**config.mk**
```make
export PLATFORM = sky130hd
export DESIGN_NAME = memory_access
export DESIGN_NICKNAME = d
export VERILOG_FILES = /design/src/rtl/memory_access.sv
export SDC_FILE = /design/constraint.sdc
export NUM_CORES = 1
export LEC_CHECK = 0
export CORE_UTILIZATION = 30
export CTS_CLUSTER_SIZE = 20
export DETAILED_ROUTE_END_ITERATION = 8
export REMOVE_ABC_BUFFERS = 1
export SLEW_MARGIN = 10
export SYNTH_ARGS = -nofsm -noshare
export SYNTH_HDL_FRONTEND = slang
export SYNTH_SLANG_ARGS = --single-unit
export TNS_END_PERCENT = 20
```
**constraint.sdc**
```tcl
create_clock -name me_clk -period 3.82 [get_ports me_clk]
set_input_delay 0.573 -clock me_clk [delete_from_list [all_inputs] [get_ports me_clk]]
set_output_delay 0.573 -clock me_clk [all_outputs]
set_load 0.02 [all_outputs]
```
**src/rtl/memory_access.sv**
```systemverilog
// Memory-access pipeline stage: issues data-memory requests for loads/stores,
// formats load data and forwards writeback copies of the instruction fields.
`ifndef OPCODE_WIDTH
`define OPCODE_WIDTH 7
`endif
`ifndef LOAD_WORD
`define LOAD_WORD 7'b0000011
`endif
`ifndef STORE_WORD
`define STORE_WORD 7'b0100011
`endif

module memory_access #(
  parameter int DWIDTH      = 32,
  parameter int AWIDTH      = 5,
  parameter int PC_WIDTH    = 32,
  parameter int FUNCT_WIDTH = 3
) (
  input  logic                     me_clk,
  input  logic                     me_rst,
  input  logic                     me_i_ce,
  input  logic [`OPCODE_WIDTH-1:0] me_i_opcode,
  input  logic [FUNCT_WIDTH-1:0]   me_i_funct,
  input  logic [DWIDTH-1:0]        me_i_alu_result,
  input  logic [DWIDTH-1:0]        me_i_rs2_data,
  input  logic [AWIDTH-1:0]        me_i_rd_addr,
  input  logic                     me_i_we_rd,
  input  logic [PC_WIDTH-1:0]      me_i_pc,
  input  logic                     me_i_stall,
  input  logic                     me_i_flush,
  output logic                     me_o_req,
  output logic                     me_o_wr,
  output logic [DWIDTH-1:0]        me_o_addr,
  output logic [DWIDTH-1:0]        me_o_wdata,
  output logic [3:0]               me_o_byte_en,
  input  logic                     me_i_ack,
  input  logic [DWIDTH-1:0]        me_i_rdata,
  output logic                     me_o_ce,
  output logic [`OPCODE_WIDTH-1:0] me_o_opcode,
  output logic [FUNCT_WIDTH-1:0]   me_o_funct,
  output logic [AWIDTH-1:0]        me_o_rd_addr,
  output logic                     me_o_we_rd,
  output logic [DWIDTH-1:0]        me_o_rd_data,
  output logic [PC_WIDTH-1:0]      me_o_pc,
  output logic [DWIDTH-1:0]        me_o_data_load,
  output logic                     me_o_we,
  output logic                     me_o_stall,
  output logic                     me_o_flush
);

  localparam logic [0:0] ST_IDLE = 1'b0;
  localparam logic [0:0] ST_WAIT = 1'b1;

  logic [0:0]               state_reg;
  logic                     killed_reg;
  logic                     acked_reg;
  logic                     is_load_reg;
  logic [`OPCODE_WIDTH-1:0] opcode_reg;
  logic [FUNCT_WIDTH-1:0]   funct_reg;
  logic [AWIDTH-1:0]        rd_addr_reg;
  logic                     we_rd_reg;
  logic [PC_WIDTH-1:0]      pc_reg;
  logic [DWIDTH-1:0]        alu_reg;
  logic [DWIDTH-1:0]        data_hold_reg;

  logic              is_store_op;
  logic              is_mem_op;
  logic              accept;
  logic              in_wait;
  logic              ack_now;
  logic              kill_now;
  logic              finish;
  logic              complete;
  logic [3:0]        store_be;
  logic [DWIDTH-1:0] store_wdata;
  logic [7:0]        lane [4];
  logic [7:0]        sel_byte;
  logic [15:0]       sel_half;
  logic [DWIDTH-1:0] load_fmt;
  logic [DWIDTH-1:0] result_data;

  always_comb begin
    is_store_op = (me_i_opcode == `STORE_WORD);
    is_mem_op   = is_store_op || (me_i_opcode == `LOAD_WORD);
    accept      = (state_reg == ST_IDLE) && me_i_ce && !me_i_stall && !me_i_flush;
    in_wait     = (state_reg == ST_WAIT);
    ack_now     = in_wait && me_i_ack && !acked_reg;
    kill_now    = killed_reg || me_i_flush;
    // A transaction retires once memory has answered, unless a stall holds a live result back.
    finish      = in_wait && (ack_now || acked_reg) && (kill_now || !me_i_stall);
    complete    = finish && !kill_now;
  end

  always_comb begin
    store_be    = 4'b0000;
    store_wdata = '0;
    if (is_store_op) begin
      case (me_i_funct[1:0])
        2'b00: begin
          store_be    = 4'b0001 << me_i_alu_result[1:0];
          store_wdata = {4{me_i_rs2_data[7:0]}};
        end
        2'b01: begin
          store_be    = me_i_alu_result[1] ? 4'b1100 : 4'b0011;
          store_wdata = {2{me_i_rs2_data[15:0]}};
        end
        default: begin
          store_be    = 4'b1111;
          store_wdata = me_i_rs2_data;
        end
      endcase
    end
  end

  genvar gi;
  generate
    for (gi = 0; gi < 4; gi++) begin : g_lane
      assign lane[gi] = me_i_rdata[8*gi +: 8];
    end
  endgenerate

  // Lane selection uses the address latched at accept, not the live ALU input.
  assign sel_byte = lane[alu_reg[1:0]];
  assign sel_half = alu_reg[1] ? me_i_rdata[31:16] : me_i_rdata[15:0];

  always_comb begin
    case (funct_reg)
      3'b000:  load_fmt = {{(DWIDTH-8){sel_byte[7]}}, sel_byte};
      3'b100:  load_fmt = {{(DWIDTH-8){1'b0}}, sel_byte};
      3'b001:  load_fmt = {{(DWIDTH-16){sel_half[15]}}, sel_half};
      3'b101:  load_fmt = {{(DWIDTH-16){1'b0}}, sel_half};
      default: load_fmt = me_i_rdata;
    endcase
  end

  assign result_data = acked_reg ? data_hold_reg : load_fmt;

  always_ff @(posedge me_clk or negedge me_rst) begin
    if (!me_rst) begin
      state_reg     <= ST_IDLE;
      killed_reg    <= 1'b0;
      acked_reg     <= 1'b0;
      is_load_reg   <= 1'b0;
      opcode_reg    <= '0;
      funct_reg     <= '0;
      rd_addr_reg   <= '0;
      we_rd_reg     <= 1'b0;
      pc_reg        <= '0;
      alu_reg       <= '0;
      data_hold_reg <= '0;
      me_o_req      <= 1'b0;
      me_o_wr       <= 1'b0;
      me_o_addr     <= '0;
      me_o_wdata    <= '0;
      me_o_byte_en  <= 4'b0000;
      me_o_stall    <= 1'b0;
    end else begin
      case (state_reg)
        ST_IDLE: begin
          if (accept && is_mem_op) begin
            state_reg    <= ST_WAIT;
            killed_reg   <= 1'b0;
            acked_reg    <= 1'b0;
            is_load_reg  <= !is_store_op;
            opcode_reg   <= me_i_opcode;
            funct_reg    <= me_i_funct;
            rd_addr_reg  <= me_i_rd_addr;
            we_rd_reg    <= me_i_we_rd;
            pc_reg       <= me_i_pc;
            alu_reg      <= me_i_alu_result;
            me_o_req     <= 1'b1;
            me_o_wr      <= is_store_op;
            me_o_addr    <= {me_i_alu_result[DWIDTH-1:2], 2'b00};
            me_o_wdata   <= store_wdata;
            me_o_byte_en <= store_be;
            me_o_stall   <= 1'b1;
          end
        end
        ST_WAIT: begin
          if (ack_now) begin
            me_o_req <= 1'b0;
          end
          if (finish) begin
            state_reg  <= ST_IDLE;
            me_o_stall <= 1'b0;
            acked_reg  <= 1'b0;
            killed_reg <= 1'b0;
          end else begin
            // Result arrived under stall: park it until the stall lifts.
            if (ack_now) begin
              acked_reg     <= 1'b1;
              data_hold_reg <= load_fmt;
            end
            if (me_i_flush) begin
              killed_reg <= 1'b1;
            end
          end
        end
        default: state_reg <= ST_IDLE;
      endcase
    end
  end

  always_ff @(posedge me_clk or negedge me_rst) begin
    if (!me_rst) begin
      me_o_ce        <= 1'b0;
      me_o_opcode    <= '0;
      me_o_funct     <= '0;
      me_o_rd_addr   <= '0;
      me_o_we_rd     <= 1'b0;
      me_o_rd_data   <= '0;
      me_o_pc        <= '0;
      me_o_data_load <= '0;
      me_o_we        <= 1'b0;
      me_o_flush     <= 1'b0;
    end else begin
      me_o_flush <= me_i_flush;
      if (me_i_flush) begin
        me_o_ce    <= 1'b0;
        me_o_we    <= 1'b0;
        me_o_we_rd <= 1'b0;
      end else if (complete) begin
        me_o_ce      <= 1'b1;
        me_o_we      <= is_load_reg;
        me_o_opcode  <= opcode_reg;
        me_o_funct   <= funct_reg;
        me_o_rd_addr <= rd_addr_reg;
        me_o_we_rd   <= we_rd_reg;
        me_o_pc      <= pc_reg;
        me_o_rd_data <= is_load_reg ? result_data : alu_reg;
        if (is_load_reg) begin
          me_o_data_load <= result_data;
        end
      end else if (me_i_stall) begin
        me_o_ce <= me_o_ce;
      end else if (accept && !is_mem_op) begin
        me_o_ce      <= 1'b1;
        me_o_we      <= 1'b0;
        me_o_opcode  <= me_i_opcode;
        me_o_funct   <= me_i_funct;
        me_o_rd_addr <= me_i_rd_addr;
        me_o_we_rd   <= me_i_we_rd;
        me_o_pc      <= me_i_pc;
        me_o_rd_data <= me_i_alu_result;
      end else begin
        me_o_ce <= 1'b0;
        me_o_we <= 1'b0;
      end
    end
  end

endmodule

```
==> impl_results.md <==
- Number of synthesized flops with an enable pin: 0
- Seq/Total Area, Yosys: 52.1%
- Initial antenna violation count: 5
- Setup Buffers After CTS: 0
- Post-CTS Resized: 0
- Slew Viols, Final: 0
- Max FO, Critical Path: 18
- Startpoint types: primary input
- Status: finished, final reports clean
- Via density: 4.95
- Drt wl/cell: 18.4 um
- Synth Instances: 1,461
- Clock network power share: 42.1%
- Slew @ Worst Pin: 1.05 ns
- Int Pwr: 5.72 mW
- Synth warn: 0
- Ys async rst share: 100%
- F_max: 358 MHz
- Combinational cell fraction of total power: 16.6%
- Final Instance Area: 0.0176 mm^2
- Area growth syn-to-layout: 36.0%
- Post-route minimum period: 2.80 ns
- Max IR drop VDD: 0.234 mV
- Tot GR Track Use: 19.2%
- Critical R2R Capture: me_o_rd_data[14]$_DFFE_PN0P_
- Drt pass-1 iters: 5
- Worst min path class: in2async
- Clock sinks: 270
- Clock root cell: clkbuf_16
- Gr ovfl total: 0
- Pleak: 8.04 nW
- Yosys reg bits: 270
- Nets: 1,872
- Period utilisation layout: 73.2%
- Unrepaired setup endpoints after global routing: false
- Global Route met3 Usage: 5.68%
- Clock buffer depth: 3
- Clock H-tree levels: 2
- Core area: 0.0423 mm^2
- FF-to-FF path depth: 7
- Initial core utilization: 30.7%
- Rel. slew slack: 30.2%
- CP required: 4.29 ns
- Final hold vios: 0
- Reg clk slew, reported paths: 0.06 ns
- WS Path Type: in2reg
- Sequential Power Share: 41.3%
- DIE AREA: 0.0441 mm^2
- CTS tree: yes
- Final WL: 42.8 mm
- Gr busiest metal: met2
- GPL Wtd Cong: 0.840
- Switching Fraction: 26.7%
- Routing usage on met2: 30.6%
- Share of layout cells above drive strength 1: 6.94%
- First-pass GRT wire length: 66.2 mm
- Largest net degree at the start of global routing: 98
- Die height: 210 um
- Yosys cell types: 54
- Mean area per synthesized cell: 8.88 um^2
- Crit path DAT: 3.26 ns
- R2r startpoint: funct_reg[1]$_DFFE_PN0P_
- Die X: 210 um
- Reg2reg setup slack: 1.08 ns
- CTS Buf Count: 34
- Post-route ant nets: 0
- Via Count: 11,500
- Setup crit end kind: flop
- Number of port buffers: 333
- Final Setup Violations: 0
- Power Dens Cells: 442 mW/mm^2
- Starting DRC count in detailed routing: 971
- Net Switching: 2.08 mW
- Total power: 7.80 mW
- Clock insertion delay at the later pin of the skew report: 0.54 ns
- # rows: 75
- Placement Cell Area: 0.0165 mm^2
- DP Wirelength: 28.6 mm
- Residual DRC: 0
- I/O Pins: 336
- Clock skew: 0.0199 ns
- Cell Area, Synth: 0.0130 mm^2
- Vias in the first global route: 11,400
- Hold_buf cts: 0
- Max-Cap Viols: 0
- GR Layer Usage met1: 25.4%
- Primary FF master, synth: dfrtp_1
==> power by group through the flow <==
stage	clock network (mW)	registers [mW]	logic [mW]
2_1_floorplan	0	3.47	0.329
3_3_place_gp	0	3.26	1.29
3_5_place_dp	0	3.27	1.30
4_1_cts	3.39	3.22	1.31
5_1_grt	3.49	3.24	1.39
6_report	3.29	3.22	1.29
==> critical path, stage by stage <==
cell             delay, ns
clkdlybuf4s50_1       0.51
nor4b_2               0.68
nand3_4               0.37
buf_4                 0.34
a211oi_1              0.55
o22a_1                0.24
==> area by class of cell <==
class,count,area (um^2)
tap,577,722
clock inverter,11,166
fill,4173,24700
multi-input combinational,1038,5350
antenna,3,7.51
inverter,17,63.8
timing repair buffer,361,3620
clock buffer,47,951
sequential,270,6760
==> logic make-up (layout without fill, tap and decap cells) <==
| group | after synthesis | in the layout | share of synthesized area, % |
|---|---|---|---|
| muxes | 34 | 34 | 2.81 |
| other | 1 | 5 | 0.0289 |
| DFF | 270 | 270 | 52.1 |
| AOI/OAI and AO/OA | 322 | 322 | 16.3 |
| and+or+nand+nor | 680 | 680 | 21.8 |
| buffers and inverters | 154 | 436 | 6.94 |
==> synthesized netlist by cell type, types with 2 or more instances <==
master     number  share of area [%]
nand2_1       443                 13
dfrtp_1       270                 52
nor2_1        126                3.6
a21oi_1        90                3.5
o21ai_0        57                2.2
a31oi_1        47                2.3
clkbuf_1       45                1.3
buf_4          38                2.2
buf_2          29                1.1
nand2b_1       29                1.4
a21o_1         26                1.5
nand3_1        25               0.96
o22a_1         25                1.7
mux2_2         20                1.7
buf_6          19                1.6
inv_1          17               0.49
mux2i_1        14                1.1
nor2b_1        11               0.53
and3_1         10               0.48
nor3_1         10               0.39
a2111oi_0       9               0.61
a211oi_1        9               0.52
a211oi_2        9               0.87
o21a_1          9               0.52
a221oi_1        8               0.54
nor3b_1         8               0.46
o32a_1          8               0.62
and2_1          7               0.34
o221ai_1        6               0.40
buf_1           5               0.14
o22ai_1         5               0.24
a22oi_1         2               0.12
nand3b_1        2               0.12
o2bb2ai_1       2               0.13
or2_2           2              0.096
==> layout by cell type (no fill, tap or decap), drive strengths merged, types with 3 or more instances in the layout <==
| master | synthesis | routed |
|---|---|---|
| a21oi | 90 | 90 |
| a221oi | 8 | 8 |
| inv | 17 | 20 |
| and2 | 7 | 7 |
| bufinv | 0 | 4 |
| o21ai | 58 | 58 |
| buf | 91 | 29 |
| mux2 | 20 | 20 |
| a211oi | 18 | 18 |
| nor2 | 126 | 126 |
| nor2b | 11 | 11 |
| o22a | 25 | 25 |
| clkinv | 0 | 4 |
| o32a | 8 | 8 |
| a21o | 26 | 26 |
| a2111oi | 9 | 9 |
| o21a | 9 | 9 |
| o22ai | 5 | 5 |
| a31oi | 47 | 47 |
| nor3 | 10 | 10 |
| nor3b | 8 | 8 |
| diode | 0 | 3 |
| o221ai | 6 | 6 |
| clkdlybuf4s50 | 0 | 332 |
| mux2i | 14 | 14 |
| nand3 | 25 | 25 |
| clkbuf | 46 | 47 |
| dfrtp | 270 | 270 |
| nand2b | 29 | 29 |
| and3 | 10 | 10 |
| nand2 | 444 | 444 |
==> per-layer routing <==
layer  part of all wire (%)  wire length (um)  up-vias
met4                    2.2               924        4
met1                     44             19000     5601
met3                    7.7              3290       61
met2                     46             19600      405
met5                  0.054                23        -
li1                       -                 -     5425
==> worst max path at each step <==
stage          startpoint                      endpoint
6_report       me_i_flush  me_o_rd_data[21]$_DFFE_PN0P_
5_1_grt        me_i_flush  me_o_rd_data[21]$_DFFE_PN0P_
3_3_place_gp   me_i_flush  me_o_rd_data[31]$_DFFE_PN0P_
3_5_place_dp   me_i_flush  me_o_rd_data[31]$_DFFE_PN0P_
2_1_floorplan  me_i_flush         acked_reg$_DFFE_PN0P_
4_1_cts        me_i_flush  me_o_rd_data[31]$_DFFE_PN0P_
==> stage by stage <==
stage          setup WS, ns  instances  utilization [%]  hold WS (ns)  TNS, ns
2_1_floorplan        -0.663       1325                -         0.277   -38.16
3_3_place_gp          0.476       2263             39.0         0.449        0
3_5_place_dp          0.463       2263             39.0         0.452        0
4_1_cts                1.03       2321             41.7        0.0352        0
5_1_grt               0.934       2321             41.7        0.0558        0
6_report               1.02       2324             41.7        0.0181        0
Power figures use the tool's default switching activity.
